[config.mk]
export PLATFORM = sky130hd
export DESIGN_NAME = gry_ptr_ctr_flat
export DESIGN_NICKNAME = d
export VERILOG_FILES = /design/src/rtl/gry_pkg.sv /design/src/rtl/gry_ptr_ctr_if.sv /design/src/rtl/gry2bin.sv /design/src/rtl/gry_ptr_ctr.sv /design/src/flat_wrapper.sv
export SDC_FILE = /design/constraint.sdc
export NUM_CORES = 1
export LEC_CHECK = 0
export CAP_MARGIN = 20
export CORE_UTILIZATION = 49
export DETAILED_ROUTE_END_ITERATION = 7
export HOLD_SLACK_MARGIN = 0.05
export PLACE_DENSITY = 0.85
export RECOVER_POWER = 50
export SLEW_MARGIN = 40
export SYNTH_ARGS = -nofsm -noshare
export SYNTH_HDL_FRONTEND = slang
export SYNTH_SLANG_ARGS = --single-unit
[constraint.sdc]
create_clock -name clk -period 4.6 [get_ports clk]
set_clock_uncertainty 0.15 [all_clocks]
set_input_delay 0.92 -clock clk [delete_from_list [all_inputs] [get_ports clk]]
set_output_delay 0.92 -clock clk [all_outputs]
set_load 0.1 [all_outputs]
[src/rtl/gry_pkg.sv]
// Gray-code helpers shared by the pointer counter and FIFO pointer compare logic.
// Functions work on 32-bit values; callers zero-extend narrower operands and
// truncate the result. Zero-extension is harmless for both directions because
// the extra upper bits stay zero.
package gry_pkg;

  localparam int GRY_MAX_W = 32;

  function automatic logic [GRY_MAX_W-1:0] bin_to_gry(input logic [GRY_MAX_W-1:0] b);
    return b ^ (b >> 1);
  endfunction

  // Each binary bit is the XOR of all Gray bits at or above it.
  function automatic logic [GRY_MAX_W-1:0] gry_to_bin(input logic [GRY_MAX_W-1:0] g);
    logic [GRY_MAX_W-1:0] b;
    b = g;
    for (int i = 1; i < GRY_MAX_W; i++) b = b ^ (g >> i);
    return b;
  endfunction

endpackage

[src/rtl/gry_ptr_ctr_if.sv]
// Control/status bundle of the Gray pointer counter.
//   en, dir, clr, ld, ld_gry          : step / clear / load controls (master -> slave)
//   bin_cnt_comb                      : next binary count, combinational
//   bin_cnt_reg, gry_cnt_reg, wrap    : registered count and wrap pulse
interface gry_ptr_ctr_if #(parameter int P_NUM_BITS = 8);
  logic                  en;
  logic                  dir;
  logic                  clr;
  logic                  ld;
  logic [P_NUM_BITS-1:0] ld_gry;
  logic [P_NUM_BITS-1:0] bin_cnt_comb;
  logic [P_NUM_BITS-1:0] bin_cnt_reg;
  logic [P_NUM_BITS-1:0] gry_cnt_reg;
  logic                  wrap;

  modport master (
    output en, dir, clr, ld, ld_gry,
    input  bin_cnt_comb, bin_cnt_reg, gry_cnt_reg, wrap
  );

  modport slave (
    input  en, dir, clr, ld, ld_gry,
    output bin_cnt_comb, bin_cnt_reg, gry_cnt_reg, wrap
  );
endinterface

[src/rtl/gry2bin.sv]
// Gray-to-binary converter for the load path.
//   gry_i : Gray-coded input
//   bin_o : binary equivalent
// Each output bit is a reduction XOR of the Gray bits from the MSB down to it,
// so no output bit depends on another (no ripple through bin_o).
module gry2bin #(
  parameter int P_NUM_BITS = 8
) (
  input  logic [P_NUM_BITS-1:0] gry_i,
  output logic [P_NUM_BITS-1:0] bin_o
);
  for (genvar i = 0; i < P_NUM_BITS; i++) begin : g_bit
    assign bin_o[i] = ^gry_i[P_NUM_BITS-1:i];
  end
endmodule

[src/rtl/gry_ptr_ctr.sv]
// Up/down binary counter with registered Gray output, for FIFO pointers.
//   clk  : clock, rising edge
//   rst  : asynchronous active-high reset
//   bus  : slave side of gry_ptr_ctr_if (en/dir/clr/ld/ld_gry in,
//          bin_cnt_comb/bin_cnt_reg/gry_cnt_reg/wrap out)
// Next value priority: clr > ld > en > hold. wrap pulses only for en steps
// crossing the all-ones/zero boundary, never for clr or ld.
module gry_ptr_ctr
  import gry_pkg::*;
#(
  parameter int P_NUM_BITS = 8,
  parameter int P_RST_VAL  = 0
) (
  input  logic          clk,
  input  logic          rst,
  gry_ptr_ctr_if.slave  bus
);
  localparam logic [P_NUM_BITS-1:0] RST_BIN = P_NUM_BITS'(P_RST_VAL);
  localparam logic [P_NUM_BITS-1:0] RST_GRY = P_NUM_BITS'(bin_to_gry(32'(P_RST_VAL)));
  localparam logic [P_NUM_BITS-1:0] ONE     = P_NUM_BITS'(1);
  localparam logic [P_NUM_BITS-1:0] ALL1    = '1;

  logic [P_NUM_BITS-1:0] ld_bin;
  logic [P_NUM_BITS-1:0] bin_d, bin_q;
  logic [P_NUM_BITS-1:0] gry_d, gry_q;
  logic                  wrap_d, wrap_q;

  gry2bin #(.P_NUM_BITS(P_NUM_BITS)) u_gry2bin (
    .gry_i (bus.ld_gry),
    .bin_o (ld_bin)
  );

  always_comb begin
    bin_d  = bin_q;
    wrap_d = 1'b0;
    if (bus.clr) begin
      bin_d = RST_BIN;
    end else if (bus.ld) begin
      bin_d = ld_bin;
    end else if (bus.en) begin
      if (bus.dir) begin
        bin_d  = bin_q - ONE;
        wrap_d = (bin_q == '0);
      end else begin
        bin_d  = bin_q + ONE;
        wrap_d = (bin_q == ALL1);
      end
    end
  end

  // Gray is derived from the next binary value so both registers stay coherent.
  assign gry_d = P_NUM_BITS'(bin_to_gry(32'(bin_d)));

  always_ff @(posedge clk or posedge rst) begin
    if (rst) begin
      bin_q  <= RST_BIN;
      gry_q  <= RST_GRY;
      wrap_q <= 1'b0;
    end else begin
      bin_q  <= bin_d;
      gry_q  <= gry_d;
      wrap_q <= wrap_d;
    end
  end

  assign bus.bin_cnt_comb = bin_d;
  assign bus.bin_cnt_reg  = bin_q;
  assign bus.gry_cnt_reg  = gry_q;
  assign bus.wrap         = wrap_q;
endmodule

[src/flat_wrapper.sv]
// flat-port wrapper written by rule: the top's interface ports become plain ports
module gry_ptr_ctr_flat import gry_pkg::*;
#(
  parameter int P_NUM_BITS = 8,
  parameter int P_RST_VAL  = 0
)
  (clk, rst, bus_en, bus_dir, bus_clr, bus_ld, bus_ld_gry, bus_bin_cnt_comb, bus_bin_cnt_reg, bus_gry_cnt_reg, bus_wrap);
  gry_ptr_ctr_if #(.P_NUM_BITS(P_NUM_BITS)) bus_i ();
  input  logic clk;
  input  logic rst;
  input wire logic [$bits(bus_i.en)-1:0] bus_en;
  input wire logic [$bits(bus_i.dir)-1:0] bus_dir;
  input wire logic [$bits(bus_i.clr)-1:0] bus_clr;
  input wire logic [$bits(bus_i.ld)-1:0] bus_ld;
  input wire logic [$bits(bus_i.ld_gry)-1:0] bus_ld_gry;
  output wire logic [$bits(bus_i.bin_cnt_comb)-1:0] bus_bin_cnt_comb;
  output wire logic [$bits(bus_i.bin_cnt_reg)-1:0] bus_bin_cnt_reg;
  output wire logic [$bits(bus_i.gry_cnt_reg)-1:0] bus_gry_cnt_reg;
  output wire logic [$bits(bus_i.wrap)-1:0] bus_wrap;
  assign bus_i.en = bus_en;
  assign bus_i.dir = bus_dir;
  assign bus_i.clr = bus_clr;
  assign bus_i.ld = bus_ld;
  assign bus_i.ld_gry = bus_ld_gry;
  assign bus_bin_cnt_comb = bus_i.bin_cnt_comb;
  assign bus_bin_cnt_reg = bus_i.bin_cnt_reg;
  assign bus_gry_cnt_reg = bus_i.gry_cnt_reg;
  assign bus_wrap = bus_i.wrap;
  gry_ptr_ctr #(.P_NUM_BITS(P_NUM_BITS), .P_RST_VAL(P_RST_VAL)) u_core (.clk(clk), .rst(rst), .bus(bus_i));
endmodule
==> results of run 1 <==
## routing by layer
metal | vias up | track usage
met5 | - | 0
met2 | 50 | 0.436
met1 | 528 | 0.279
met3 | 6 | 0.0697
met4 | 0 | 0.0880
li1 | 516 | -
## power groups by stage
stage | Sequential [mW] | Combinational [mW] | Clock [mW]
2_1_floorplan | 0.349 | 0.206 | 0
3_3_place_gp | 0.185 | 0.503 | 0
3_5_place_dp | 0.184 | 0.487 | 0
4_1_cts | 0.181 | 0.489 | 0.0943
5_1_grt | 0.185 | 0.505 | 0.0982
6_report | 0.183 | 0.484 | 0.0922
## layout make-up
| class | instances | area [um^2] | share of cell area |
|---|---|---|---|
| Multi-Input combinational cell | 95 | 716 | 0.441 |
| Timing Repair Buffer | 44 | 405 | 0.250 |
| Sequential cell | 16 | 400 | 0.247 |
| Clock buffer | 4 | 36.3 | 0.0224 |
| Tap cell | 28 | 35.0 | 0.0216 |
| Inverter | 8 | 30.0 | 0.0185 |
## stage by stage
stage	std cells	power (mW)	utilization	worst slack, ns	cell area, um^2
CTS	195	0.765	0.733	0.320	1640
finish	195	0.759	0.727	0.311	1620
detailed placement	191	0.671	0.717	0.323	1600
global placement	191	0.688	0.755	0.371	1690
global route	195	0.788	0.727	0.191	1620
floorplan	125	0.555	-	0.160	1180
## Yosys cell counts
master	instances
a2111oi_2	1
o31a_1	1
fa_1	1
o21ai_0	5
buf_4	2
a21oi_1	10
nor2_1	11
nand2_1	6
mux2_2	1
o21bai_1	1
xnor3_1	1
or4_1	1
xnor2_2	2
ha_1	6
inv_1	8
o31ai_1	1
dfrtp_1	16
nand4b_1	1
xor2_1	11
nor4b_1	1
a211oi_1	2
a21oi_2	1
o21ai_1	1
nand4_1	2
a31oi_1	1
and2b_2	1
buf_2	2
xnor2_1	6
nor2b_1	3
a21o_1	2
mux2i_1	3
nor3_1	6
nand2b_1	4
o2111ai_1	1
clkbuf_1	2
nor4_1	1
## logic make-up after synthesis
family                     count (synthesis)  synth area share
and+or+nand+nor                           37             0.163
adders and majority gates                  7            0.0815
xor gates and xnor gates                  20             0.175
DFF                                       16             0.343
AOI/OAI and AO/OA                         27             0.148
muxes                                      4            0.0354
buffers and inverters                     14            0.0536
## cell usage in the layout, fill, tap and decap left out, drive strengths merged, types with 2 or more instances in the layout
cell type and n:
inv 8, nand2 6, xor2 11, nor2 11
clkdlybuf4s50 12, nor3 6, a21o 2, nor2b 3
nand2b 4, ha 6, xnor2 8, a21oi 11
o21ai 6, buf 19, nand4 2, mux2i 3
a211oi 2, dfrtp 16, clkbuf 16
## how the worst max path moves through the flow
| stage | slack (ns) | from | end |
|---|---|---|---|
| finish | 0.31 | bus_dir | bus_bin_cnt_comb[3] |
| global route | 0.19 | bus_dir | bus_bin_cnt_comb[4] |
| CTS | 0.32 | bus_dir | bus_bin_cnt_comb[7] |
| detailed placement | 0.32 | bus_dir | bus_bin_cnt_comb[7] |
| global placement | 0.37 | bus_dir | bus_bin_cnt_comb[7] |
| floorplan | 0.16 | bus_ld_gry[7] | bus_bin_cnt_comb[1] |
## worst max-delay path: stages
cell             delay [ns]
clkdlybuf4s50_1        0.70
ha_1                   0.31
a21o_1                 0.17
a21oi_2                0.15
buf_4                  0.15
mux2i_1                0.18
o31a_1                 0.23
nand2b_1               0.10
inv_1                  0.12
buf_12                 0.18
==> impl_results.md, run 1 <==
- Clk buf depth: 2
- Initial core utilization: 0.522
- Hold_ws: 0.661 ns
- Num ports: 39
- MaxCap Viol Count: 0
- YS warnings: 0
- Relative slew slack: 0.216
- CTS tree: yes
- Worst r2r path cells: 8
- Fillers: ~180
- Routed WL: ~2.9 mm
- H-tree Lvls: 1
- Clk sinks: 16
- Synth Area per Inst: 9.33 um^2
- Max Slew Vio Count: 0
- Max reg flops: 8
- First-pass GRT wire length: 4.72 mm
- Routed wire per std cell: roughly 15 um
- Post-route DRC: 0
- Crit start category: primary input
- R2R setup slack: around 2.2 ns
- Pin count of the biggest net entering global routing: 17
- Clk_lat worst skew: just under 0.3 ns
- Final Hold Viols: 0
- Die X: approximately 51 um
- GPL Wtd Cong: 0.810
- Final setup violation count: 0
- Switching power: 0.420 mW
- Routed via count: 1100
- 1st-iter DRT viols: 20
- Cells after Synth: between 100 and 150
- Cell count of the worst hold path: 3
- Total CTS buffers: 3
- Cell row count: 17
- Share of layout cells above drive strength 1: 0.174
- R2r startpoint: u_core.bus.bin_cnt_reg[0]
- Final setup TNS: 0 ns
- Vias in the first global route: approximately 1100
- Nets@finish: 189
- Fmax: between 0.2 and 0.25 GHz
- M1 WL: ~1.1 mm
- Syn nets: between 100 and 150
- Sw Ratio: 0.554
- Sequential area share after synthesis: 0.343
- Yosys reg bits: 16
- Met2 wire length: between 1 and 1.5 mm
- Crit path max fanout: 10
- Outcome: finished clean
- Congestion Overflow GR: 0
- Register share of total power: 0.241
- P&R area growth vs syn: 39.2%
- Die ar.: around 0.0026 mm^2
- Vias per cell: approximately 5.6
- Critical Path RT: roughly 3.5 ns
- Combinational power share: 0.638
- Hold path endpoint: u_core.bus.wrap
- First drt pass iteration count: 4
- Power Dens Cells: approximately 470 mW/mm^2
- Overall Global Routing Usage: 0.246
- Synth Cell Area: around 0.0012 mm^2
- Clk pwr share: 0.122
- Lkg Pwr: between 0.7 and 0.8 nW
- Tcrit/Tclk final: 0.932
- Area leader, netlist: dfrtp_1
- Pint: around 0.34 mW
- Critical Path End Type: primary output
- Core area: between 0.002 and 0.0025 mm^2
- Met3 wire len: around 190 um
- Crit path DAT: 3.22 ns
- Slew @ Worst Pin: between 1 and 1.5 ns
- Post_cts resized: 0
- Share of the synthesized area in the top cell type: 0.343
- DP Wirelength: between 2 and 2.5 mm
- HP Start: u_core.bus.bin_cnt_reg[2]
- Fin crit period: 4.29 ns
- Die Ht: around 51 um
- RSZ-0062 raised after global routing: no
- Post-synth cell types: 36
- Top sig layer: met4
- Initial antenna violation count: 0
- Port buffer count: 38
- Synth top area cells: dfrtp_1 (34%), xor2_1 (8.3%), ha_1 (6.4%), xnor2_1 (4.5%), a21oi_1 (4.3%)
- Reg2reg end: u_core.bus.gry_cnt_reg[3]
- Worst hold-check path type: flop to flop
- Routed Antenna Nets: 0
- WS Path Type: primary input to primary output
- Ant. Diodes: 0
- Root buf cell: clkbuf_4
- Hold buffers post-CTS: 0
- Max IR drop VDD: 0.000444 V
- Post-CTS Setup Repair Bufs: 0
- Reg clk slew, reported paths: 0.09 ns
Power figures use the tool's default switching activity.
==> run 2: changes to the inputs <==
--- a/config.mk
+++ b/config.mk
@@ -5,7 +5,7 @@
 export SDC_FILE = /design/constraint.sdc
 export NUM_CORES = 1
 export LEC_CHECK = 0
-export CAP_MARGIN = 20
+export CAP_MARGIN = 30
 export CORE_UTILIZATION = 49
 export DETAILED_ROUTE_END_ITERATION = 7
 export HOLD_SLACK_MARGIN = 0.05
==> results of run 2 <==
Same layout as run 1: the final DEF is identical, and so are final timing and power.
==> run 3: changes to the inputs <==
--- a/config.mk
+++ b/config.mk
@@ -5,13 +5,14 @@
 export SDC_FILE = /design/constraint.sdc
 export NUM_CORES = 1
 export LEC_CHECK = 0
+export ABC_AREA = 1
 export CAP_MARGIN = 30
-export CORE_UTILIZATION = 49
+export CORE_UTILIZATION = 51
 export DETAILED_ROUTE_END_ITERATION = 7
 export HOLD_SLACK_MARGIN = 0.05
 export PLACE_DENSITY = 0.85
 export RECOVER_POWER = 50
-export SLEW_MARGIN = 40
+export SLEW_MARGIN = 25
 export SYNTH_ARGS = -nofsm -noshare
 export SYNTH_HDL_FRONTEND = slang
 export SYNTH_SLANG_ARGS = --single-unit
==> constraint.sdc (replaced) <==
create_clock -name clk -period 4.6 [get_ports clk]
set_clock_uncertainty 0.15 [all_clocks]
set_input_delay 0.69 -clock clk [delete_from_list [all_inputs] [get_ports clk]]
set_output_delay 0.69 -clock clk [all_outputs]
set_load 0.1 [all_outputs]
==> run 3 against run 2 <==
Effect of this change:
- largest power group unchanged
- non-clock buffer count fell by 6
- global-route usage is 0.88 points lower
- critical path type unchanged
- critical path depth did not move
- die area rose by 13%
==> impl_results.md, run 3 <==
- Tcrit/Tclk final: 0.831 (-0.101)
- Total CTS buffers: 3 (unchanged)
- First-pass GRT wire length: 5.05 mm (+7.0%)
- DP Worst Slack: 0.953 ns (+0.630 ns)
- First drt pass iteration count: 4 (unchanged)
- Cell Area, Placed: 0.00174 mm^2 (+8.8%)
- Post-CTS Setup Repair Bufs: 0 (unchanged)
- Vias in the first global route: 1191 (+6.9%)
- Crit start category: primary input
- Final Hold Viols: 0 (unchanged)
- Cells after Synth: 217 (+74%)
- FFs w/ async S/R, synth: 1.00 (unchanged)
- Ys flop type: dfrtp_1
- Die ar.: 0.00292 mm^2 (+13%)
- Design Power: 0.657 mW (-13%)
- Slew @ Worst Pin: 0.993 ns (-0.187 ns)
- MaxCap Viol Count: 0 (unchanged)
- Share of layout cells above drive strength 1: 0.0945 (-0.0792)
- Ant. Diodes: 0 (unchanged)
- Outcome: finished clean
- Area leader, netlist: dfrtp_1
- Sequential area share after synthesis: 0.290 (-0.0538)
- Worst hold-check path type: flop to flop
- Vias per cell: 5.08 (-9.9%)
- Pin count of the biggest net entering global routing: 17 (unchanged)
- Root buf cell: clkbuf_4
- Critical Path RT: 3.76 ns (+0.23 ns)
- Synth top area cells: dfrtp_1 (29%), nand2_1 (22%), nand3_1 (7.6%), inv_1 (6.8%), ha_1 (5.4%)
- Initial antenna violation count: 0 (unchanged)
- Syn nets: 238 (+63%)
- Max Slew Vio Count: 0 (unchanged)
- WS Path Type: primary input to primary output
- Sw Ratio: 0.540 (-0.0136)
- Design Area, Final: 0.00177 mm^2 (+9.2%)
- Routed WL: 3.22 mm (+13%)
- Routed wire per std cell: 11.3 um (-22%)
- Hold_ws: 0.486 ns (-0.174 ns)
- CTS tree: yes
- H-tree Lvls: 1 (unchanged)
- Clk_lat worst skew: 0.29 ns (about the same)
- Commonest non-fill, non-tap cell in the layout: nand2_1
- Nets@finish: 276 (+46%)
- Lkg Pwr: 0.989 nW (+31%)
- Synth Area per Inst: 6.37 um^2 (-32%)
- Die X: 54.1 um (+6.5%)
- Critical Path End Type: primary output
- Cell row count: 18 (+1)
- Top post-synthesis cells by count: nand2_1 (82), inv_1 (25), nand3_1 (21)
- Synth Cell Area: 0.00138 mm^2 (+19%)
- Relative slew slack: 0.336 (+0.119)
- P&R area growth vs syn: 28.1%
- Congestion Overflow GR: 0 (unchanged)
- Yosys reg bits: 16 (unchanged)
- Max IR drop VDD: 0.000489 V (+10%)
- Initial core utilization: 0.548 (+0.0260)
- Fin crit period: 3.82 ns (-0.467 ns)
- DP Wirelength: 2.55 mm (+12%)
- Port buffer count: 38 (unchanged)
- Reg clk slew, reported paths: 0.10 ns (about the same)
- Routed Antenna Nets: 0 (unchanged)
- Combinational power share: 0.592 (-0.046)
- PnR worst setup slack: 0.778 ns (+0.467 ns)
- Crit path max fanout: 9 (-1)
- Routed via count: 1444 (+31%)
- Final setup TNS: 0 ns (unchanged)
- RSZ-0062 raised after global routing: no
- Fillers: 213 (+20%)
- Most frequent cells in the layout: nand2_1 (82), inv_1 (29), clkdlybuf4s50_1 (27)
- Overall Global Routing Usage: 0.237 (-0.00877)
- Pint: 0.302 mW (-11%)
- Power Dens Cells: 371 mW/mm^2 (-21%)
- Most frequent cell after synthesis: nand2_1
- Num ports: 39 (unchanged)
- Core area: 0.00252 mm^2 (+13%)
- YS warnings: 0 (unchanged)
- Clk buf depth: 2 (unchanged)
- Post_cts resized: 0 (unchanged)
- EDFF count, synth: 0 (unchanged)
- Final setup violation count: 0 (unchanged)
- 1st-iter DRT viols: 41 (+110%)
- Post-route DRC: 0 (unchanged)
- Post-synth cell types: 20 (-44%)
- Switching power: 0.355 mW (-16%)
- Fmax: 0.262 GHz (+12%)
- Die Ht: 54.1 um (+6.5%)
- Crit path DAT: 2.98 ns (-0.24 ns)
- Clk pwr share: 0.142 (+0.020)
- Register share of total power: 0.266 (+0.025)
- Clk sinks: 16 (unchanged)
- Share of the synthesized area in the top cell type: 0.290 (-0.0538)
- Hold buffers post-CTS: 0 (unchanged)
- Max reg flops: 8 (unchanged)
- GPL Wtd Cong: 0.912 (+13%)
[run 3: changes by cell type in the layout (fill, tap and decap cells not counted), moves of 7 or more]
cell	previous run	this run
nand2_2	0	7
nand3_1	0	21
clkbuf_1	12	0
nand2_1	6	82
inv_1	8	29
xor2_1	11	4
clkdlybuf4s50_1	12	27
buf_12	8	0
[run 3: metal layers]
| metal | vias up | track usage | wire length [um] |
|---|---|---|---|
| met5 | - | 0 | 0 |
| li1 | 747 | - | - |
| met4 | 0 | 0.0256 | 0 |
| met1 | 637 | 0.312 | 1450 |
| met3 | 0 | 0.0537 | 239 |
| met2 | 60 | 0.407 | 1530 |
[run 3: worst paths after layout]
kind,cells past startpoint,to,slack [ns],start
worst min-delay path,2,u_core.bus.wrap,0.49,u_core.bus.bin_cnt_reg[2]
worst min register to register,2,u_core.bus.wrap,0.49,u_core.bus.bin_cnt_reg[2]
worst max-delay path,10,bus_bin_cnt_comb[6],0.78,bus_dir
worst max register to register,10,u_core.bus.gry_cnt_reg[5],2.40,u_core.bus.bin_cnt_reg[0]
max in group asynchronous,2,u_core.bus.bin_cnt_reg[3],3.16,rst
min in group asynchronous,2,u_core.bus.gry_cnt_reg[3],0.76,rst
[run 3: stage by stage]
| step | std cells | util |
|---|---|---|
| floorplan | 217 | - |
| global placement | 280 | 0.691 |
| detailed placement | 280 | 0.691 |
| CTS | 284 | 0.705 |
| global route | 284 | 0.702 |
| finish | 284 | 0.702 |
[run 3: worst max-delay path, cell delays in order]
cell and delay, ns:
dlygate4sd3_1 0.68, fa_1 0.45, nand2_1 0.09, nand2_1 0.08
nand3_1 0.10, nand2_1 0.06, nand2_1 0.05, nand3_1 0.09
a21oi_1 0.33, buf_4 0.36
[run 3: power by group through the flow]
stage	Combinational (mW)	Sequential [mW]	Clock (mW)
floorplan	0.178	0.300	0
global placement	0.387	0.177	0
detailed placement	0.391	0.177	0
CTS	0.392	0.174	0.0931
global route	0.415	0.176	0.0987
finish	0.389	0.174	0.0933
[run 3: cells by family after synthesis]
| logic type | count (synthesis) | synth area share |
|---|---|---|
| buffers and inverters | 38 | 0.117 |
| adder cells (fa/ha/maj) | 7 | 0.0688 |
| XOR/XNOR | 9 | 0.0570 |
| AND/OR/NAND/NOR | 128 | 0.391 |
| AO/OA/AOI/OAI | 19 | 0.0769 |
| flip-flops | 16 | 0.290 |
[run 3: area by class of cell]
cell class / instances / area, um^2 / share of cell area
sequential: 16 / 400 / 0.226
timing repair buffer: 38 / 360 / 0.203
inverter: 33 / 124 / 0.0699
tap: 30 / 37.5 / 0.0212
multi-input combinational: 163 / 813 / 0.459
clock buffer: 4 / 36.3 / 0.0205
==> edit 1, RTL diff (config.mk and constraints of run 1) <==
`P_NUM_BITS` is set to 8 in 4 places; all go to 12.
--- a/src/rtl/gry_ptr_ctr_if.sv
+++ b/src/rtl/gry_ptr_ctr_if.sv
@@ -3,5 +3,5 @@
 //   bin_cnt_comb                      : next binary count, combinational
 //   bin_cnt_reg, gry_cnt_reg, wrap    : registered count and wrap pulse
-interface gry_ptr_ctr_if #(parameter int P_NUM_BITS = 8);
+interface gry_ptr_ctr_if #(parameter int P_NUM_BITS = 12);
   logic                  en;
   logic                  dir;
--- a/src/rtl/gry2bin.sv
+++ b/src/rtl/gry2bin.sv
@@ -5,5 +5,5 @@
 // so no output bit depends on another (no ripple through bin_o).
 module gry2bin #(
-  parameter int P_NUM_BITS = 8
+  parameter int P_NUM_BITS = 12
 ) (
   input  logic [P_NUM_BITS-1:0] gry_i,
--- a/src/rtl/gry_ptr_ctr.sv
+++ b/src/rtl/gry_ptr_ctr.sv
@@ -9,5 +9,5 @@
   import gry_pkg::*;
 #(
-  parameter int P_NUM_BITS = 8,
+  parameter int P_NUM_BITS = 12,
   parameter int P_RST_VAL  = 0
 ) (
--- a/src/flat_wrapper.sv
+++ b/src/flat_wrapper.sv
@@ -2,5 +2,5 @@
 module gry_ptr_ctr_flat import gry_pkg::*;
 #(
-  parameter int P_NUM_BITS = 8,
+  parameter int P_NUM_BITS = 12,
   parameter int P_RST_VAL  = 0
 )
Interface: changed (resized bus_bin_cnt_comb, bus_bin_cnt_reg, bus_gry_cnt_reg and bus_ld_gry); port bits go from 39 to 55. No check against the original RTL was run, so the function may have changed too.
==> edit 1 against run 1 <==
  * Area after synthesis rose by 57%
  * Sequential cell count is 8 higher
  * Highest routed layer unchanged
  * Sequential power increased by 56%
  * Total power up 87%
  * Worst hold slack worse by 0.085 ns
  * Routed wire length up 75%
  * Die area increased by 54%
  * Worst setup slack worse by 0.23 ns
  * Sequential share of layout area fell by 2.6 points
  * Via count up 62%
  * Cell area rose by 67%
  * Register-to-register slack got worse by 0.46 ns
  * Critical path type unchanged
  * Non-clock buffer count rose by 43
==> edit 1: results (changes against run 1) <==
- Max reg flops: 12 (was 8)
- Total track usage: 25.8% (was 24.6%)
- Worst Hold Depth: 2 (was 3)
- CTS root buffer: clkbuf_8 (was clkbuf_4)
- Post-synth cell types: 41 (was 36)
- First-pass GRT wire length: 7940 um (was 4720 um)
- Slowest cell delay on critical path: 0.43 ns (was 0.70 ns)
- FF-to-FF path depth: 10 (was 8)
- Pleak: 1.30 nW (was 0.757 nW)
- Worst skew pair latency: 0.27 ns (was 0.29 ns)
- Hold_sp: u_core.bus.bin_cnt_reg[9]$_DFF_PP0_ (was u_core.bus.bin_cnt_reg[2]$_DFF_PP0_)
- VDD IR max: 314 uV (was 444 uV)
- Pre-CTS WS: -0.142 ns (was 0.323 ns)
- Number of CTS-inserted buffers: 3 (unchanged)
- Seq/Total Area, Yosys: 32.8% (was 34.3%)
- Post-CTS Repair Setup Buffers: 0 (unchanged)
- Share of cells above drive strength 1: 27.1% (was 17.4%)
- Critical Path AT: 3.44 ns (was 3.22 ns)
- CP max FO: 2 (was 10)
- Worst-margin pin slew: 1.18 ns (about the same)
- Reg clk slew, reported paths: 0.09 ns (about the same)
- Reg2reg end: u_core.bus.gry_cnt_reg[10]$_DFF_PP0_ (was u_core.bus.gry_cnt_reg[3]$_DFF_PP0_)
- Clock Tree Buf Depth: 2 (unchanged)
- Synth top area cells: dfrtp_1 33%, ha_1 6.8%, xor2_1 6.7% (was dfrtp_1 34%, xor2_1 8.3%, ha_1 6.4%)
- Hold/Removal Path Class: register to register (unchanged)
- RR Startpoint: u_core.bus.bin_cnt_reg[0]$_DFF_PP0_ (unchanged)
- Slowest-stage cell, CP: xor3_2 (was clkdlybuf4s50_1)
- Ant diodes: 0 (unchanged)
- Top Family by Delay on Critical Path: XOR/XNOR gates (was buffers and inverters)
- Commonest register cell after synthesis: dfrtp_1 (unchanged)
- Syn nets: 228 (was 146)
- Vias in the first global route: 1669 (was 1114)
- Status: finished clean (unchanged)
- CTS resizes: 1 (was 0)
- Fill cells: 256 (was 178)
- Hpwl dp: 3710 um (was 2270 um)
- Vias per cell: 5.46 (was 5.64)
- Total number of H-tree levels: 1 (unchanged)
- Fraction of power spent switching nets: 54.9% (was 55.4%)
- Port Buffer Count: 54 (was 38)
- Placer Congestion: 0.949 (was 0.810)
- Largest net degree at the start of global routing: 28 (was 17)
- Drt pass-1 iters: 5 (was 4)
- DRT iter0 DRCs: 88 (was 20)
- Nets: 310 (was 189)
- Setup slack, reg-to-reg: 1.69 ns (was 2.15 ns)
- Post-DR wirelength/cell: 15.3 um (was 14.6 um)
- Most frequent cells after synthesis: 26 x nor2_1, 24 x dfrtp_1, 18 x a21oi_1, 14 x xor2_1, 13 x xnor2_1 (was 16 x dfrtp_1, 11 x nor2_1, 11 x xor2_1, 10 x a21oi_1, 8 x inv_1)
==> edit 1: cell count changes in the layout (fill, tap and decap cells not counted), moves of 5 or more <==
cell and delta:
xnor2_1 +7, dfrtp_1 +8, buf_4 +27, clkbuf_1 +5, nor2_1 +13, a21oi_1 +6
mux2i_1 +6, o21a_1 +5
==> edit 1: stage by stage <==
stage / std cells / hold slack (ns) / instance area, um2 / TNS (ns)
2_1_floorplan: 199 / 0.785 / 1850 / -0.519
4_1_cts: 325 / 0.559 / 2700 / -0.173
6_report: 326 / 0.575 / 2720 / 0
3_3_place_gp: 321 / 0.543 / 2770 / -0.143
3_5_place_dp: 321 / 0.544 / 2640 / -0.421
5_1_grt: 326 / 0.584 / 2720 / 0
==> edit 1: cell families (layout without fill, tap and decap cells) <==
family | count (synthesis) | count (layout) | share of synthesized area, %
compound gates | 48 | 48 | 16.8
fa+ha+maj | 11 | 11 | 7.93
simple gates | 59 | 59 | 15.5
mux | 9 | 9 | 4.92
buf+inv | 16 | 97 | 3.69
xor+xnor | 32 | 32 | 18.3
flops | 24 | 24 | 32.8
==> edit 1: how the worst max path moves through the flow <==
stage                    from                   end  slack (ns)  cells after the start
3_5_place_dp   bus_ld_gry[11]   bus_bin_cnt_comb[0]       -0.14                     10
2_1_floorplan  bus_ld_gry[11]   bus_bin_cnt_comb[0]       -0.37                      8
6_report       bus_ld_gry[10]   bus_bin_cnt_comb[0]        0.09                     10
4_1_cts        bus_ld_gry[11]   bus_bin_cnt_comb[0]       -0.12                     10
3_3_place_gp          bus_dir  bus_bin_cnt_comb[10]       -0.08                     11
5_1_grt               bus_dir  bus_bin_cnt_comb[10]      0.0002                     11
==> edit 1: worst reg2reg max path, stage by stage (launching register included) <==
cell	delay [ns]
dfrtp_1	0.48
fa_2	0.43
a21oi_2	0.15
o21ai_0	0.11
a21oi_1	0.19
nand2b_1	0.15
o21ai_0	0.09
and3_1	0.19
or4_1	0.56
buf_4	0.18
xnor2_1	0.11
==> edit 1: area by class of cell <==
type / count / share of cell area (%)
well taps: 46 / 2.12
clock buffers: 4 / 2.03
flip-flops and latches: 24 / 22.1
multi-input cells: 159 / 44.6
inverters: 6 / 0.829
repair buffers: 87 / 28.3
==> edit 1: power groups by stage <==
stage	sequential (W)	combinational, W	clock [W]
global placement	0.000287	0.000996	0
CTS	0.000282	0.000977	0.000149
finish	0.000285	0.000983	0.000147
global route	0.000289	0.00104	0.000155
floorplan	0.000559	0.000428	0
detailed placement	0.000286	0.000971	0
==> edit 1: per-layer routing <==
metal  track usage [%]  up-vias  part of all wire [%]
li1                  -      863                     -
met1              30.2      827                    40
met2              47.8       84                    52
met3              4.53        7                   6.9
met4              6.40        0                   1.0
met5                 0        -                     0
==> edit 2, RTL diff (settings of run 1) <==
Without the edit above. Reset style: synchronous (`rst`), changed in one clocked block. Comments in the files are not updated.
--- a/src/rtl/gry_ptr_ctr.sv
+++ b/src/rtl/gry_ptr_ctr.sv
@@ -52,5 +52,5 @@
   assign gry_d = P_NUM_BITS'(bin_to_gry(32'(bin_d)));
 
-  always_ff @(posedge clk or posedge rst) begin
+  always_ff @(posedge clk) begin
     if (rst) begin
       bin_q  <= RST_BIN;
Formal check against the unedited RTL: differs if rst is asserted again (counterexample within 4 cycles, from zero or initial values and one cycle with rst high); with rst held inactive, the same outputs for 10 cycles.
==> edit 2 against run 1 <==
  * Area after synthesis is 2.3% higher
  * Worst setup slack got worse by 0.095 ns
  * Cell area decreased by 1.7%
  * Synthesized cell count up 11%
  * Total power shrank 18%
  * Global-route usage grew 0.77 points
  * Worst hold slack lost 0.072 ns
  * Sequential cell count unchanged
  * Clock power decreased by 0.5%
  * Count of clock-buffer cells in the layout did not move
  * Combinational power fell by 25%
  * Routed wire length up 11%
  * Fmax decreased by 2.2%
  * Critical endpoint is now bus_bin_cnt_comb[6]
==> edit 2: results (changes against run 1) <==
- Seq/Total Area, Yosys: 26.9% (was 34.3%)
- Port Buffer Count: 38 (unchanged)
- FF-to-FF path depth: 7 (was 8)
- Worst Hold Path EP: u_core.bus.wrap$_SDFF_PP0_ (was u_core.bus.wrap$_DFF_PP0_)
- Vias per cell: 5.77 (was 5.64)
- First-pass GRT wire length: 4820 um (was 4720 um)
- Hold Slack: 0.589 ns (was 0.661 ns)
- CTS resizes: 0 (unchanged)
- Hold_sp: u_core.bus.bin_cnt_reg[2]$_SDFF_PP0_ (was u_core.bus.bin_cnt_reg[2]$_DFF_PP0_)
- CTS root buffer: clkbuf_4 (unchanged)
- RR Startpoint: u_core.bus.bin_cnt_reg[0]$_SDFF_PP0_ (was u_core.bus.bin_cnt_reg[0]$_DFF_PP0_)
- Vias in the first global route: 1059 (was 1114)
- Pre-CTS WS: 0.271 ns (was 0.323 ns)
- Placer Congestion: 0.884 (was 0.810)
- Reg2reg end: u_core.bus.gry_cnt_reg[4]$_SDFF_PP0_ (was u_core.bus.gry_cnt_reg[3]$_DFF_PP0_)
- Worst-margin pin slew: 1.18 ns (about the same)
- Drt pass-1 iters: 5 (was 4)
- Clock Tree Buf Depth: 2 (unchanged)
- Total number of H-tree levels: 1 (unchanged)
- Synth top area cells: dfxtp_1 27%, xnor2_1 8.8%, ha_1 6.3% (was dfrtp_1 34%, xor2_1 8.3%, ha_1 6.4%)
- VDD IR max: 362 uV (was 444 uV)
- Pleak: 0.688 nW (was 0.757 nW)
- Critical Path AT: 3.31 ns (was 3.22 ns)
- Nets: 199 (was 189)
- Syn nets: 160 (was 146)
- Post-synth EDFFs: 0 (unchanged)
- Post-synth ARST share: 0% (was 100%)
- Initial antenna violation count: 0 (unchanged)
- Hpwl dp: 2510 um (was 2270 um)
- Number of CTS-inserted buffers: 3 (unchanged)
- Worst Hold Depth: 3 (unchanged)
- Yosys warns: 0 (unchanged)
- Status: finished clean (unchanged)
- Max reg flops: 8 (unchanged)
- Largest net degree at the start of global routing: 20 (was 17)
- DRT iter0 DRCs: 26 (was 20)
- Final wirelength: 3180 um (was 2850 um)
- Post-synth cell types: 45 (was 36)
- Share of cells above drive strength 1: 13.6% (was 17.4%)
- Most frequent cells after synthesis: 18 x nor2_1, 16 x dfxtp_1, 12 x xnor2_1, 7 x a21oi_1, 7 x inv_1 (was 16 x dfrtp_1, 11 x nor2_1, 11 x xor2_1, 10 x a21oi_1, 8 x inv_1)
- Post-CTS Repair Setup Buffers: 0 (unchanged)
- Commonest register cell after synthesis: dfxtp_1 (was dfrtp_1)
- Reg clk slew, reported paths: 0.09 ns (about the same)
- Worst skew pair latency: 0.28 ns
- CP max FO: 11 (was 10)
- Setup slack, reg-to-reg: 2.28 ns (was 2.15 ns)
- Hold/Removal Path Class: register to register (unchanged)
- Total track usage: 25.4% (was 24.6%)
- Ant diodes: 0 (unchanged)
edit 2: cell types whose count changed after synthesis, sizes merged, moves of 3 or more:
cell	delta
a21oi	-3
xor2	-6
dfrtp	-16
dfxtp	+16
a21o	+4
xnor2	+6
nor2	+8
edit 2: report_power, final:
part | switching [W] | internal [W] | leakage [nW]
Clock | 0.0000435 | 0.0000482 | 0.0210
Sequential | 0.0000120 | 0.000151 | 0.131
Combinational | 0.000253 | 0.000111 | 0.536
edit 2: worst max-delay path by stage:
| stage | start | end | slack, ns | depth (start not counted) |
|---|---|---|---|---|
| 6_report | bus_dir | bus_bin_cnt_comb[6] | 0.22 | 8 |
| 5_1_grt | bus_dir | bus_bin_cnt_comb[6] | 0.08 | 8 |
| 2_1_floorplan | u_core.bus.bin_cnt_reg[1]$_SDFF_PP0_ | bus_bin_cnt_comb[3] | 0.19 | 6 |
| 3_3_place_gp | bus_dir | bus_bin_cnt_comb[6] | 0.31 | 8 |
| 3_5_place_dp | bus_dir | bus_bin_cnt_comb[6] | 0.27 | 8 |
| 4_1_cts | bus_dir | bus_bin_cnt_comb[6] | 0.27 | 8 |
edit 2: final cells by class:
| type | instances | area (um2) |
|---|---|---|
| Multi-Input combinational cell | 109 | 801 |
| Fill cell | 211 | 659 |
| Timing Repair Buffer | 41 | 377 |
| Sequential cell | 16 | 320 |
| Clock buffer | 4 | 36.3 |
| Tap cell | 28 | 35.0 |
| Inverter | 7 | 26.3 |
edit 2: routing by layer:
metal	share of wire [%]	GRT usage, %	up-vias
met5	0	0	-
met4	2.8	8.56	0
met3	6.9	7.14	14
met2	50	47.4	58
met1	40	27.0	547
li1	-	-	564
edit 2: cells by family (layout without fill, tap and decap cells):
group | count (synthesis) | in the layout | share of synthesized area [%]
XOR/XNOR | 20 | 20 | 17.2
AND/OR/NAND/NOR | 47 | 47 | 19.5
adder cells (fa/ha/maj) | 7 | 7 | 7.97
buffers and inverters | 14 | 52 | 5.67
multiplexers | 4 | 4 | 3.88
flip-flops | 16 | 16 | 26.9
AO/OA/AOI/OAI | 31 | 31 | 18.9
edit 2: critical path: stages:
cell and delay, ns:
dlygate4sd3_1 0.77, ha_1 0.39, and3_1 0.24, a221oi_1 0.31, xnor2_1 0.12, o21ai_2 0.25, inv_1 0.12, buf_12 0.18
edit 2: stage by stage:
stage                     total power, W  util (%)  std cells  area [um2]
after global routing            0.000645      70.8        205        1600
after floorplan                 0.000443         -        139        1190
after global placement          0.000540      74.0        201        1670
after CTS                       0.000626      71.9        205        1620
after detailed placement        0.000535      70.3        201        1580
final                           0.000618      70.8        205        1600
